--- src/rtl/mmio_pkg.sv ---
// Shared definitions for the MMIO interconnect: FSM encoding, error data and
// the default SoC address map.
package mmio_pkg;

    localparam logic [1:0] ST_IDLE = 2'd0;
    localparam logic [1:0] ST_WAIT = 2'd1;
    localparam logic [1:0] ST_RESP = 2'd2;

    localparam logic [31:0] ERR_DATA_DEF = 32'hDEAD_BEEF;

    localparam logic [31:0] DRAM_BASE      = 32'h0000_0000;
    localparam logic [31:0] DRAM_MASK      = 32'hFFFF_0000;
    localparam logic [31:0] SWITCH_BASE    = 32'hFFFF_F070;
    localparam logic [31:0] LED_BASE       = 32'hFFFF_F060;
    localparam logic [31:0] LED_DIGIT_BASE = 32'hFFFF_F000;
    localparam logic [31:0] DEV_MASK       = 32'hFFFF_FFFC;

    // Slave order: 0 = DRAM, 1 = switch, 2 = led, 3 = led_digit.
    localparam int DEF_NSLV = 4;
    localparam logic [DEF_NSLV*32-1:0] DEF_SLV_BASE =
        {LED_DIGIT_BASE, LED_BASE, SWITCH_BASE, DRAM_BASE};
    localparam logic [DEF_NSLV*32-1:0] DEF_SLV_MASK =
        {DEV_MASK, DEV_MASK, DEV_MASK, DRAM_MASK};

endpackage

--- src/rtl/mmio_decode.sv ---
// Combinational priority address decoder: one-hot hit of the lowest-index
// slave whose masked address matches its base.
module mmio_decode #(
    parameter int                 NSLV     = 4,
    parameter int                 AW       = 32,
    parameter logic [NSLV*AW-1:0] SLV_BASE = '0,
    parameter logic [NSLV*AW-1:0] SLV_MASK = '0
) (
    input  logic [AW-1:0]   addr,
    output logic [NSLV-1:0] hit,
    output logic            hit_valid
);

    // Scan from the top down so the lowest matching index is the last writer.
    always_comb begin
        hit       = '0;
        hit_valid = 1'b0;
        for (int i = NSLV - 1; i >= 0; i--) begin
            if ((addr & SLV_MASK[i*AW +: AW]) == SLV_BASE[i*AW +: AW]) begin
                hit       = '0;
                hit[i]    = 1'b1;
                hit_valid = 1'b1;
            end
        end
    end

endmodule

--- src/rtl/mmio_bus.sv ---
// MMIO interconnect: CPU req -> address decode -> slave req/ack with wait
// states, timeout error response and saturating error counter.
module mmio_bus
    import mmio_pkg::*;
#(
    parameter int                 NSLV     = 4,
    parameter int                 AW       = 32,
    parameter int                 DW       = 32,
    parameter logic [NSLV*AW-1:0] SLV_BASE = DEF_SLV_BASE,
    parameter logic [NSLV*AW-1:0] SLV_MASK = DEF_SLV_MASK,
    parameter int                 TIMEOUT  = 15,
    parameter logic [DW-1:0]      ERR_DATA = ERR_DATA_DEF
) (
    input  logic              clk,
    input  logic              rst_i,
    input  logic              m_req,
    input  logic              m_we,
    input  logic [AW-1:0]     m_addr,
    input  logic [DW-1:0]     m_wdata,
    output logic              m_ready,
    output logic [DW-1:0]     m_rdata,
    output logic              m_err,
    output logic [NSLV-1:0]   s_sel,
    output logic              s_we,
    output logic [AW-1:0]     s_addr,
    output logic [DW-1:0]     s_wdata,
    input  logic [NSLV-1:0]   s_ack,
    input  logic [NSLV*DW-1:0] s_rdata,
    output logic [7:0]        err_cnt,
    output logic [1:0]        dbg_state
);

    localparam logic [7:0] TO_VAL = 8'(TIMEOUT);

    logic [1:0]      state_q,   state_d;
    logic [7:0]      wait_cnt_q, wait_cnt_d;
    logic            m_ready_q, m_ready_d;
    logic [DW-1:0]   m_rdata_q, m_rdata_d;
    logic            m_err_q,   m_err_d;
    logic [NSLV-1:0] s_sel_q,   s_sel_d;
    logic            s_we_q,    s_we_d;
    logic [AW-1:0]   s_addr_q,  s_addr_d;
    logic [DW-1:0]   s_wdata_q, s_wdata_d;
    logic [7:0]      err_cnt_q, err_cnt_d;

    logic [NSLV-1:0] dec_hit;
    logic            dec_valid;
    logic [AW-1:0]   dec_off;
    logic [DW-1:0]   sel_rdata;
    logic            sel_ack;

    mmio_decode #(
        .NSLV     (NSLV),
        .AW       (AW),
        .SLV_BASE (SLV_BASE),
        .SLV_MASK (SLV_MASK)
    ) u_decode (
        .addr      (m_addr),
        .hit       (dec_hit),
        .hit_valid (dec_valid)
    );

    always_comb begin
        dec_off   = '0;
        sel_rdata = '0;
        for (int i = 0; i < NSLV; i++) begin
            if (dec_hit[i]) dec_off = m_addr & ~SLV_MASK[i*AW +: AW];
            if (s_sel_q[i]) sel_rdata = sel_rdata | s_rdata[i*DW +: DW];
        end
        sel_ack = |(s_ack & s_sel_q);
    end

    always_comb begin
        state_d    = state_q;
        wait_cnt_d = wait_cnt_q;
        m_ready_d  = m_ready_q;
        m_rdata_d  = m_rdata_q;
        m_err_d    = m_err_q;
        s_sel_d    = s_sel_q;
        s_we_d     = s_we_q;
        s_addr_d   = s_addr_q;
        s_wdata_d  = s_wdata_q;
        err_cnt_d  = err_cnt_q;
        case (state_q)
            ST_IDLE: begin
                m_ready_d = 1'b0;
                m_err_d   = 1'b0;
                if (m_req) begin
                    if (dec_valid) begin
                        s_sel_d    = dec_hit;
                        s_we_d     = m_we;
                        s_addr_d   = dec_off;
                        s_wdata_d  = m_wdata;
                        wait_cnt_d = '0;
                        state_d    = ST_WAIT;
                    end else begin
                        // Unmapped: answer immediately, nothing reaches a slave.
                        m_err_d   = 1'b1;
                        m_rdata_d = ERR_DATA;
                        m_ready_d = 1'b1;
                        if (err_cnt_q != 8'hFF) err_cnt_d = err_cnt_q + 8'd1;
                        state_d   = ST_RESP;
                    end
                end
            end
            ST_WAIT: begin
                wait_cnt_d = wait_cnt_q + 8'd1;
                // Ack wins over a timeout landing in the same cycle.
                if (sel_ack) begin
                    s_sel_d   = '0;
                    s_we_d    = 1'b0;
                    m_rdata_d = s_we_q ? '0 : sel_rdata;
                    m_err_d   = 1'b0;
                    m_ready_d = 1'b1;
                    state_d   = ST_RESP;
                end else if (wait_cnt_d == TO_VAL) begin
                    s_sel_d   = '0;
                    s_we_d    = 1'b0;
                    m_rdata_d = ERR_DATA;
                    m_err_d   = 1'b1;
                    m_ready_d = 1'b1;
                    if (err_cnt_q != 8'hFF) err_cnt_d = err_cnt_q + 8'd1;
                    state_d   = ST_RESP;
                end
            end
            ST_RESP: begin
                m_ready_d = 1'b0;
                m_err_d   = 1'b0;
                state_d   = ST_IDLE;
            end
            default: begin
                state_d = ST_IDLE;
            end
        endcase
    end

    always_ff @(posedge clk or posedge rst_i) begin
        if (rst_i) begin
            state_q    <= ST_IDLE;
            wait_cnt_q <= '0;
            m_ready_q  <= 1'b0;
            m_rdata_q  <= '0;
            m_err_q    <= 1'b0;
            s_sel_q    <= '0;
            s_we_q     <= 1'b0;
            s_addr_q   <= '0;
            s_wdata_q  <= '0;
            err_cnt_q  <= '0;
        end else begin
            state_q    <= state_d;
            wait_cnt_q <= wait_cnt_d;
            m_ready_q  <= m_ready_d;
            m_rdata_q  <= m_rdata_d;
            m_err_q    <= m_err_d;
            s_sel_q    <= s_sel_d;
            s_we_q     <= s_we_d;
            s_addr_q   <= s_addr_d;
            s_wdata_q  <= s_wdata_d;
            err_cnt_q  <= err_cnt_d;
        end
    end

    assign m_ready   = m_ready_q;
    assign m_rdata   = m_rdata_q;
    assign m_err     = m_err_q;
    assign s_sel     = s_sel_q;
    assign s_we      = s_we_q;
    assign s_addr    = s_addr_q;
    assign s_wdata   = s_wdata_q;
    assign err_cnt   = err_cnt_q;
    assign dbg_state = state_q;

endmodule

--- config.mk ---
export PLATFORM = sky130hd
export DESIGN_NAME = mmio_bus
export DESIGN_NICKNAME = d
export VERILOG_FILES = /design/src/rtl/mmio_pkg.sv /design/src/rtl/mmio_decode.sv /design/src/rtl/mmio_bus.sv
export SDC_FILE = /design/constraint.sdc
export NUM_CORES = 1
export LEC_CHECK = 0
export BUFFER_PORTS_ARGS = -buffer_cell sky130_fd_sc_hd__buf_2
export CAP_MARGIN = 15
export CORE_MARGIN = 3
export CORE_UTILIZATION = 40
export DETAILED_ROUTE_END_ITERATION = 6
export PLACE_DENSITY = 0.75
export SLEW_MARGIN = 40
export SYNTH_ARGS = -nofsm -noshare
export SYNTH_HDL_FRONTEND = slang
export SYNTH_SLANG_ARGS = --single-unit
--- constraint.sdc ---
create_clock -name clk -period 4.75 [get_ports clk]
set_input_delay 0.475 -clock clk [delete_from_list [all_inputs] [get_ports clk]]
set_output_delay 0.475 -clock clk [all_outputs]
set_load 0.1 [all_outputs]
# After elaboration in Yosys (flattened, before gate mapping)

Index checks and enable logic that the tools add are counted.

Register bits after elaboration: 121
Bits in latches: 0
ROM bits: 0
Output and inout bits: 113
Bits of input ports: 200
Logic and storage cells: 94
Memories: 0
RAM bits: 0

$mul: 0
Reductions and logical operators: 12
Add/sub/neg operators: 2
Divide/modulo/power cells: 0
Multiplexer cells: 53
Order comparisons: 0
Bitwise logic cells: 4
Eq/ne operators: 13
Shifts and indexed selects: 0

Operators with widths:

| kind                 | count |
|---|---|
| $mux 32              | 9 |
| $or 32x32->32        | 3 |
| $eq 30x30->1 const B | 3 |
| $mux 16              | 4 |
| $pmux 32 s2          | 1 |
| $mux 8               | 7 |
| $logic_not 32->1     | 1 |
| $mux 4               | 8 |
| $pmux 8 s2           | 2 |
| $add 8x1->8 const B  | 2 |
| $mux 1               | 13 |
| $ne 2x2->1 const B   | 5 |
| $eq 8x4->1 const B   | 1 |
| $mux 2               | 4 |
| $ne 8x8->1 const B   | 1 |
| $pmux 4 s2           | 1 |
| $reduce_and 4->1     | 2 |
| $pmux 1 s3           | 2 |
| $reduce_and 3->1     | 2 |
| $reduce_and 5->1     | 1 |
| $and 4x4->4          | 1 |
| $pmux 2 s2           | 1 |
| $reduce_and 2->1     | 2 |
| $reduce_or 4->1      | 1 |
| 7 further kinds      | 7 |

# Longest topological paths before layout

Gate-level depths: netlist (run 1).

Depth after elaboration: 10
Gate-level depth with buffers: 10
Gate-level depth less buffers: 8

# Hierarchy

A second synthesis (run 1) with hierarchy kept.

Cells, all modules: 563
Area total of the unflattened synthesis: 5427.7 um^2

Modules (own cells, without submodules):

| module      | area each (um^2) | times used | cells an instance | seq. area each (um^2) |
|---|---|---|---|---|
| mmio_bus    | 5282.6           | 1          | 540               | 2627.5 |
| mmio_decode | 145.1            | 1          | 23                | 0.0 |

# Worst setup path after synthesis (run 1)

OpenSTA, ideal clock, no wires.

Path type: flip-flop to flip-flop
Start: reg state_q[0], in the netlist dbg_state[0]
End: reg m_rdata_q[14], in the netlist m_rdata[14]
Setup slack: 1.996 ns
Stages on the path, launching flop included: 8
Path buffers: 1
Required time: 4.624 ns
Arrival: 2.628 ns
Cells stage by stage: dfrtp_1 > ha_1 > inv_1 > or3_1 > a41oi_2 > a211oi_2 > buf_6 > mux2_4

Cells in the longest elaborated chain, start to end: 3
Elaborated cells between the ends (all ways): 8
Classes of those cells: 4 x eq/ne; 1 x mux; 3 x reduce/logical

Ends and longest elaborated chain:

| element                                              | line            | text |
|---|---|---|
| start: declaration                                   | mmio_bus.sv:35  | `logic [1:0] state_q, state_d;` |
| start signal: assignment                             | mmio_bus.sv:150 | `state_q <= state_d;` |
| $eq 2x1->1 / $logic_not 2->1 (equally long branches) | mmio_bus.sv:84  | `case (state_q)` |
| $ne 3x3->1 (no source line) (tied with other cells)  | --              |  |
| $reduce_and 4->1 (no source line)                    | --              |  |
| end signal: assignment                               | mmio_bus.sv:153 | `m_rdata_q <= m_rdata_d;` |
| end: declaration                                     | mmio_bus.sv:38  | `logic [DW-1:0] m_rdata_q, m_rdata_d;` |

Parallel ways exist; a longest one is shown, timed or not.
A chain may end at the register's enable or synchronous reset.

# Worst setup path after layout (run 1)

Start: reg state_q[1], in the netlist dbg_state[1]
End: reg m_rdata_q[29], in the netlist m_rdata[29]

Same word-level chain as after synthesis.

==> results of run 1 <==
## routing by layer
metal	share of wire [%]	global-route usage [%]	up-vias	wire, um
met5	0	0	-	0
met4	3.1	9.20	0	545
met2	49	37.3	247	8580
met3	8.9	6.31	33	1550
met1	39	26.1	2557	6780
li1	-	-	2507	-
## flip-flops by register name, summed over array words and instances, names as in the netlist
register / cells
m_rdata: 32
m_ready: 1
m_err: 1
s_addr: 16
wait_cnt_q: 8
s_sel: 4
s_we: 1
err_cnt: 8
dbg_state: 2
s_wdata: 32
## layout make-up
class	instances	share of cell area, %
Timing Repair Buffer	306	21.3
Inverter	10	0.572
Multi-Input combinational cell	387	35.4
Clock inverter	7	1.26
Tap cell	176	2.96
Antenna cell	3	0.101
Sequential cell	105	35.4
Clock buffer	9	3.03
## power by group through the flow
stage / clock network (mW) / logic, mW / registers (mW)
global placement: 0 / 0.770 / 1.00
floorplan: 0 / 0.371 / 1.24
global route: 0.845 / 0.824 / 0.997
detailed placement: 0 / 0.773 / 1.00
finish: 0.792 / 0.770 / 0.987
CTS: 0.816 / 0.775 / 0.987
## metrics by stage
step           std cells  util, %  total power, mW  instance area, sq um
2_1_floorplan        557        -             1.62                  5610
3_3_place_gp         982     52.7             1.77                  7060
3_5_place_dp         984     53.1             1.78                  7110
4_1_cts             1000     55.4             2.58                  7430
5_1_grt             1002     55.5             2.67                  7430
6_report            1003     55.5             2.55                  7440
## how the worst max path moves through the flow
stage	from	to	slack (ns)
after global routing	dbg_state[1]$_DFFE_PP0P_	m_rdata[17]$_DFFE_PP0P_	1.34
after global placement	m_addr[17]	s_wdata[17]$_DFFE_PP0P_	1.48
after floorplan	rst_i	dbg_state[0]$_DFFE_PP0P_	1.51
after detailed placement	m_addr[25]	m_rdata[29]$_DFFE_PP0P_	1.54
final	dbg_state[1]$_DFFE_PP0P_	m_rdata[29]$_DFFE_PP0P_	1.49
after CTS	dbg_state[1]$_DFFE_PP0P_	m_rdata[29]$_DFFE_PP0P_	1.52
## cells by family after synthesis
| family | count (synthesis) | share of synthesized area [%] |
|---|---|---|
| compound gates | 155 | 19.5 |
| simple gates | 154 | 13.8 |
| flops | 105 | 47.3 |
| buf+inv | 65 | 6.53 |
| mux | 47 | 10.0 |
| xor+xnor | 9 | 1.42 |
| fa+ha+maj | 6 | 1.35 |
| other cells | 1 | 0.0675 |
## synth_stat cells, types with 7 or more instances
cell / count / area, sq um
a21oi_1: 48 / 240
a221oi_1: 8 / 70.1
a22o_1: 14 / 123
a22oi_1: 48 / 360
buf_4: 21 / 158
clkbuf_1: 26 / 97.6
dfrtp_1: 105 / 2630
inv_1: 10 / 37.5
mux2_2: 35 / 394
mux2_4: 8 / 120
nand2_1: 31 / 116
nand3_1: 20 / 100
nor2_1: 58 / 218
nor3_1: 9 / 45.0
nor4_1: 7 / 43.8
o21ai_0: 18 / 90.1
xnor2_1: 8 / 70.1
==> results.json, run 1 <==
{
  "status": "complete, no violations",
  "synth-edff-count": 0,
  "firstDrtPassIters": 5,
  "clock_sinks": 105,
  "cp-start-kind": "flip-flop",
  "grt_start_max_net_pins": 69,
  "ff_latch_area_sq_um": 2630,
  "antenna_found_initial": 2,
  "hold_buffers": 0,
  "layout_setup_ws_ns": 1.49,
  "final.setup.tns_ns": 0,
  "drive_above_1_share_pct": 46.4,
  "fillCellCount": 1213,
  "required_ns": 4.99,
  "drv_cap": 0,
  "final.min_clock_period_ns": 3.26,
  "fmax_ghz": 0.307,
  "layout_commonest_cell": "buf_2",
  "clk_pin_slew_ns": 0.08,
  "grtUsageTotal_pct": 22.0,
  "yosys_warnings": 0,
  "clk_latency_ns": 0.35,
  "multi_input_area_sq_um": 2630,
  "finalCritPeriodShare_pct": 68.6,
  "cp_cell_sequence": "inv_1, ha_1, inv_1, or3_1, a41oi_2, a211oi_4, buf_4, mux2_4",
  "hold_slack_ns": 0.215,
  "p_seq_share_pct": 38.7,
  "gp_congestion": 0.822,
  "netlist_instances": 542,
  "syn_area_sq_um": 5560,
  "vdd.ir_drop.worst_v": 0.000426,
  "core_region_area_sq_um": 13400,
  "ys.flop_type": "dfrtp_1",
  "max_slew_margin_pct": 49.3,
  "grt_pass1_wl_um": 25900,
  "worstReg2RegStart": "dbg_state[1]$_DFFE_PP0P_",
  "layout_common_cells": "296 x buf_2, 104 x dfrtp_1, 58 x nor2_1",
  "routed_via_density": 5.33,
  "tightest_slew_ns": 0.760,
  "pre_cts_ws_ns": 1.54,
  "drt_iter0_drc": 243,
  "finalWirelength_um": 17500,
  "cp.arrival_ns": 3.50,
  "cts_made_buffers": 9,
  "cp_common_cell": "inv_1",
  "finClkSkew_ns": 0.00779,
  "synth.avg_cell_area_sq_um": 10.3,
  "drc": 0,
  "leakage_nw": 3.71,
  "criticalPathCategory": "flip-flop to flip-flop",
  "r2r_slack_ns": 1.49,
  "die_w_um": 124,
  "ys_seq_elements": 105,
  "internal_power_mw": 1.56,
  "htreeDepth": 3,
  "setup_viol": 0,
  "vias": 5344,
  "slowest_delay_ns": 0.53,
  "die_area_sq_um": 15300,
  "r2r-end": "m_rdata[29]$_DFFE_PP0P_",
  "ff2ff_path_depth": 8,
  "crit_fanout": 40,
  "hp-class": "primary input to async pin",
  "place_hpwl_um": 13400,
  "ys_seq_area_share_pct": 47.3,
  "p_switching_mw": 0.991,
  "area_growth_pct": 33.8,
  "end_kind": "flip-flop",
  "nets": 1025,
  "cts_setup_buffers": 0,
  "rows": 42,
  "post_drt_wl_per_cell_um": 17.4,
  "cts_resized": 0,
  "port-buffer-count": 296,
  "grt_pass1_vias": 5068,
  "rsz0062_at_grt": "no",
  "cp_num_cells": 8,
  "root_buffer": "clkbuf_16",
  "clockPowerShare_pct": 31.1,
  "synthDistinctLibCells": 58,
  "drv_slew": 0,
  "async_reset_ff_share_pct": 100,
  "crit_family": "buffers and inverters",
  "critPathBufInv": 3,
  "swShare_pct": 38.9,
  "hold_viol_final": 0,
  "cts_max_path_buffers": 2,
  "ios": 313,
  "cpMaxStageDelayCell": "ha_1",
  "p_comb_share_pct": 30.2,
  "die_y_um": 124,
  "final_antenna_net_count": 0,
  "gr-total-overflow": 0,
  "initial_core_util_pct": 41.5,
  "pwr_density_cell_nw_per_um2": 343,
  "cts_tree": "built"
}
Power figures use the tool's default switching activity.
==> run 2, diff against run 1 <==
ABC_AREA = 1   (was unset)
clock period = 2.6 ns   (was 4.75 ns; I/O delays follow)
==> run 2 against run 1 <==
  * Sequential share of layout area down 3.0 points
  * Critical endpoint is now m_rdata[25]$_DFFE_PP0P_
  * Core utilization down 0.89 points
  * Cell area up 9.1%
  * Synthesized cell count is 54% higher
  * Die area up 11%
  * Combinational power grew to 4.5 times the previous value
  * Total power rose to 2.8 times the previous value
  * Sequential cell count did not move
==> results.json, run 2 <==
{
  "status": "complete, no violations",
  "synth.avg_cell_area_sq_um": 7.44,
  "cp_cell_sequence": "ha_1, nand3_1, o21ai_2, nand2_2, nor2_4, nand2_4, a21oi_4, nand2_4, buf_12, nand2_1, o21ai_2",
  "drv_cap": 0,
  "hold_buffers": 0,
  "grt_pass1_wl_um": 29200,
  "crit_family": "simple AND/OR/NAND/NOR gates",
  "core_region_area_sq_um": 14900,
  "routed_via_density": 4.84,
  "synth_top_area_share_pct": 42.3,
  "pre_cts_ws_ns": 0.462,
  "crit_fanout": 64,
  "p_seq_share_pct": 29.7,
  "synth_common_cells": "305 x nand2_1, 105 x dfrtp_1, 83 x inv_1",
  "initial_core_util_pct": 41.8,
  "criticalPathCategory": "flip-flop to flip-flop",
  "vias": 6332,
  "setup_viol": 0,
  "pwr_density_cell_nw_per_um2": 864,
  "r2r_slack_ns": 0.40,
  "cp-start-kind": "flip-flop",
  "end_kind": "flip-flop",
  "drv_slew": 0,
  "yosys_warnings": 0,
  "netlist_instances": 836,
  "area_growth_pct": 30.5,
  "synth_area_leader_cell": "dfrtp_1",
  "fmax_ghz": 0.455,
  "cts_max_path_buffers": 2,
  "ff_latch_area_sq_um": 2630,
  "internal_power_mw": 3.42,
  "p_comb_share_pct": 49.1,
  "grtUsageTotal_pct": 21.9,
  "final.setup.tns_ns": 0,
  "ys_seq_elements": 105,
  "drc": 0,
  "leakage_nw": 4.20,
  "htreeDepth": 3,
  "critPathBufInv": 1,
  "die_y_um": 131,
  "r2r-end": "m_rdata[25]$_DFFE_PP0P_",
  "synth-edff-count": 0,
  "synthDistinctLibCells": 35,
  "root_buffer": "clkbuf_16",
  "layout_common_cells": "305 x nand2_1, 296 x buf_2, 105 x dfrtp_1",
  "antenna_found_initial": 3,
  "worstReg2RegStart": "wait_cnt_q[0]$_DFFE_PP0P_",
  "die_area_sq_um": 17100,
  "cts_tree": "built",
  "clock_sinks": 105,
  "finalCritPeriodShare_pct": 84.6,
  "hold_viol_final": 0,
  "ff2ff_path_depth": 11,
  "max_slew_margin_pct": 49.2,
  "hold_slack_ns": 0.0720,
  "rows": 44,
  "grt_pass1_vias": 5780,
  "vdd.ir_drop.worst_v": 0.000762,
  "cp.arrival_ns": 2.42,
  "firstDrtPassIters": 4,
  "p_switching_mw": 3.59,
  "cts_resized": 0,
  "cts_setup_buffers": 0,
  "cts_made_buffers": 9,
  "clk_latency_ns": 0.35,
  "tightest_slew_ns": 0.761,
  "cpMaxStageDelayCell": "dfrtp_1",
  "grt_start_max_net_pins": 98,
  "fillCellCount": 1460,
  "multi_input_area_sq_um": 2990,
  "hp-class": "primary input to async pin",
  "finalWirelength_um": 19500,
  "layout_setup_ws_ns": 0.401,
  "swShare_pct": 51.2,
  "final.min_clock_period_ns": 2.20,
  "nets": 1320,
  "syn_area_sq_um": 6220,
  "gr-total-overflow": 0,
  "place_hpwl_um": 14700,
  "final_antenna_net_count": 0,
  "synth_area_leaders": "dfrtp_1 42%, nand2_1 18%, inv_1 5.0%",
  "slowest_delay_ns": 0.46,
  "post_drt_wl_per_cell_um": 14.9,
  "p_total_mw": 7.01,
  "layout_commonest_cell": "nand2_1",
  "ios": 313,
  "gp_congestion": 0.901,
  "drive_above_1_share_pct": 36.4,
  "ys_seq_area_share_pct": 42.3,
  "drt_iter0_drc": 285,
  "die_w_um": 131,
  "port-buffer-count": 296,
  "async_reset_ff_share_pct": 100,
  "yosysMostFrequentCell": "nand2_1",
  "required_ns": 2.82,
  "finClkSkew_ns": 0.00617,
  "clk_pin_slew_ns": 0.07,
  "clockPowerShare_pct": 21.2,
  "ys.flop_type": "dfrtp_1",
  "rsz0062_at_grt": "no"
}
[run 2: cells by family after synthesis]
group                    Yosys count  share of synthesized area, %
buffers and inverters            143                          10.6
flip-flops                       105                          42.3
XOR/XNOR                           6                         0.845
adder cells (fa/ha/maj)            6                          1.21
AND/OR/NAND/NOR                  439                          29.7
other                              1                        0.0603
AO/OA/AOI/OAI                    136                          15.4
[run 2: worst reg2reg max path, stage by stage, from the launching register on]
cell and delay [ns]:
dfrtp_1 0.46, ha_1 0.25, nand3_1 0.17, o21ai_2 0.17
nand2_2 0.09, nor2_4 0.12, nand2_4 0.08, a21oi_4 0.22
nand2_4 0.08, buf_12 0.21, nand2_1 0.18, o21ai_2 0.06
[run 2: layout make-up]
cell class	count	share of cell area, %
Antenna cell	4	0.123
Multi-Input combinational cell	603	36.8
Clock buffer	10	2.94
Tap cell	184	2.84
Sequential cell	105	32.4
Inverter	85	3.98
Clock inverter	6	1.13
Timing Repair Buffer	310	19.8
[run 2: power groups by stage]
stage	registers [mW]	clock network [mW]	logic (mW)
after floorplan	3.81	0	1.17
after global placement	2.11	0	3.43
final	2.08	1.49	3.44
after global routing	2.12	1.59	3.62
after CTS	2.09	1.53	3.46
after detailed placement	2.12	0	3.46
[run 2: metal layers]
| layer | vias up | global-route usage [%] | share of wire [%] |
|---|---|---|---|
| li1 | 3191 | - | - |
| met5 | - | 0 | 0 |
| met1 | 2906 | 26.1 | 40 |
| met2 | 209 | 38.9 | 51 |
| met4 | 0 | 7.38 | 1.9 |
| met3 | 26 | 5.08 | 6.7 |
[run 2: per-stage QoR]
| stage | cell area, sq um | util (%) | instances |
|---|---|---|---|
| after global placement | 7770 | 52.3 | 1287 |
| after CTS | 8100 | 54.5 | 1303 |
| after floorplan | 6280 | - | 851 |
| final | 8120 | 54.6 | 1307 |
| after detailed placement | 7770 | 52.3 | 1287 |
| after global routing | 8110 | 54.6 | 1306 |
[run 2: how the worst max path moves through the flow]
stage	start	to	cells past startpoint
global placement	wait_cnt_q[0]$_DFFE_PP0P_	m_rdata[26]$_DFFE_PP0P_	11
CTS	wait_cnt_q[0]$_DFFE_PP0P_	m_rdata[26]$_DFFE_PP0P_	11
global route	dbg_state[1]$_DFFE_PP0P_	m_rdata[23]$_DFFE_PP0P_	8
finish	wait_cnt_q[0]$_DFFE_PP0P_	m_rdata[25]$_DFFE_PP0P_	11
detailed placement	dbg_state[1]$_DFFE_PP0P_	m_rdata[2]$_DFFE_PP0P_	8
floorplan	dbg_state[0]$_DFFE_PP0P_	err_cnt[5]$_DFFE_PP0P_	10
==> run 3, diff against run 2 <==
clock period = 1.9 ns   (was 2.6 ns; I/O delays follow)
==> run 3 against run 2 <==
  * The run now ends with negative setup slack left
  * Worst setup slack got worse by 0.42 ns
  * Fmax grew 15%
  * Via count rose by 3.5%
  * First-iteration DRC count rose by 46%
  * Combinational power up 59%
  * Clock power rose by 29%
  * Count of clock-buffer cells in the layout fell by 1
  * Total power rose by 47%
  * Clock skew grew 0.0018 ns
  * Sequential share of layout area shrank 2.0 points
  * Critical path type unchanged
  * Critical endpoint is now m_rdata[21]$_DFFE_PP0P_
  * Highest routed layer unchanged
==> results.json, run 3 (synthesized netlist as in run 2, its figures left out) <==
{
  "status": "finished with violations",
  "violations": "negative setup slack",
  "die_y_um": 131,
  "final_antenna_net_count": 0,
  "crit_family": "simple AND/OR/NAND/NOR gates",
  "tightest_slew_ns": 0.519,
  "cp_cell_sequence": "ha_4, nand3_4, o21ai_2, nand2_2, nor2_4, nand2_4, a21oi_4, nand2_8, clkbuf_16, nand2_4, o21ai_2",
  "criticalPathCategory": "flip-flop to flip-flop",
  "grt_pass1_vias": 6184,
  "clk_pin_slew_ns": 0.07,
  "hold_viol_final": 0,
  "initial_core_util_pct": 41.8,
  "die_area_sq_um": 17100,
  "clock_sinks": 105,
  "drv_slew": 0,
  "critPathBufInv": 1,
  "post_drt_wl_per_cell_um": 15.7,
  "root_buffer": "clkbuf_16",
  "final.min_clock_period_ns": 1.92,
  "rows": 44,
  "finalCritPeriodShare_pct": 101,
  "vias": 6552,
  "grt_pass1_wl_um": 30600,
  "end_kind": "flip-flop",
  "drt_iter0_drc": 415,
  "area_growth_pct": 40.1,
  "cp.arrival_ns": 2.16,
  "crit_fanout": 9,
  "gr-total-overflow": 0,
  "cpMaxStageDelayCell": "dfrtp_1",
  "firstDrtPassIters": 4,
  "htreeDepth": 3,
  "final.setup.tns_ns": -0.0965,
  "core_region_area_sq_um": 14900,
  "clk_latency_ns": 0.35,
  "finClkSkew_ns": 0.00793,
  "worstHoldPathCells": 3,
  "grtUsageTotal_pct": 22.8,
  "place_hpwl_um": 15500,
  "cp_num_cells": 11,
  "finalWirelength_um": 21000,
  "required_ns": 2.14,
  "hp-class": "primary input to flip-flop",
  "cts_max_path_buffers": 2,
  "routed_via_density": 4.90,
  "port-buffer-count": 296,
  "grt_start_max_net_pins": 98,
  "drv_cap": 0,
  "vdd.ir_drop.worst_v": 0.00111,
  "ios": 313,
  "final_util_pct": 58.6,
  "die_w_um": 131,
  "pre_cts_ws_ns": -0.0362,
  "nets": 1349,
  "setup_viol": 13,
  "ff2ff_path_depth": 11,
  "pwr_density_cell_nw_per_um2": 1180,
  "cp-start-kind": "flip-flop",
  "layout_common_cells": "297 x nand2_1, 292 x buf_2, 91 x dfrtp_1",
  "gp_congestion": 0.923,
  "drive_above_1_share_pct": 41.4,
  "slowest_delay_ns": 0.41,
  "cts_made_buffers": 9,
  "fmax_ghz": 0.521,
  "layout_setup_ws_ns": -0.0189,
  "drc": 0,
  "leakage_nw": 4.45,
  "rsz0062_at_grt": "yes",
  "cts_tree": "built",
  "hold_slack_ns": 0.0677,
  "layout_commonest_cell": "nand2_1",
  "antenna_found_initial": 4,
  "max_slew_margin_pct": 65.6
}
run 3: worst paths after layout:
path | startpoint | endpoint | slack [ns]
max | wait_cnt_q[1]$_DFFE_PP0P_ | m_rdata[21]$_DFFE_PP0P_ | -0.02
min | m_addr[1] | s_addr[1]$_DFFE_PP0P_ | 0.07
max reg2reg | wait_cnt_q[1]$_DFFE_PP0P_ | m_rdata[21]$_DFFE_PP0P_ | -0.02
min reg2reg | s_addr[0]$_DFFE_PP0P_ | s_addr[0]$_DFFE_PP0P_ | 0.48
max in group asynchronous | rst_i | s_sel[3]$_DFFE_PP0P_ | 0.85
min in group asynchronous | rst_i | s_wdata[5]$_DFFE_PP0P_ | 0.42
run 3: worst min-delay path, stage by stage:
cell	delay, ns
buf_2	0.09
inv_1	0.04
o21ai_1	0.06
run 3: layout make-up:
type                    count  area [sq um]
flip-flops and latches    105          2650
clock buffers               9           225
diodes                      4          10.0
multi-input cells         604          3200
repair buffers            338          2000
well taps                 184           230
clock inverters             7          76.3
inverters                  85           324
fillers                  1373          6150
run 3: stage by stage:
step                      std cells  power (mW)  instance area [sq um]
final                          1336        10.3                   8710
after global routing           1336        10.7                   8710
after CTS                      1321        9.83                   8400
after detailed placement       1302        7.85                   8070
after global placement         1302        7.77                   8070
after floorplan                 851        6.86                   6390
run 3: timing repair:
action	4_1_cts	5_1_grt
pin swaps	1	10
setup endpoints to repair	23	46
resized for setup	3	38
hold buffers	1	0
cloned	0	5
buffers inserted	2	6
endpoints found under the hold margin	14	0
run 3: routing by layer:
layer	share of wire [%]	up-vias	track usage, %
met2	51	242	41.3
met1	40	3029	26.3
met5	0	-	0
met3	6.1	42	4.23
met4	3.1	0	9.38
li1	-	3239	-
run 3: power by group:
| group | switching, mW | total [mW] | internal, mW |
|---|---|---|---|
| logic | 4.07 | 5.48 | 1.41 |
| clock network | 0.884 | 1.92 | 1.03 |
| registers | 0.305 | 2.89 | 2.58 |
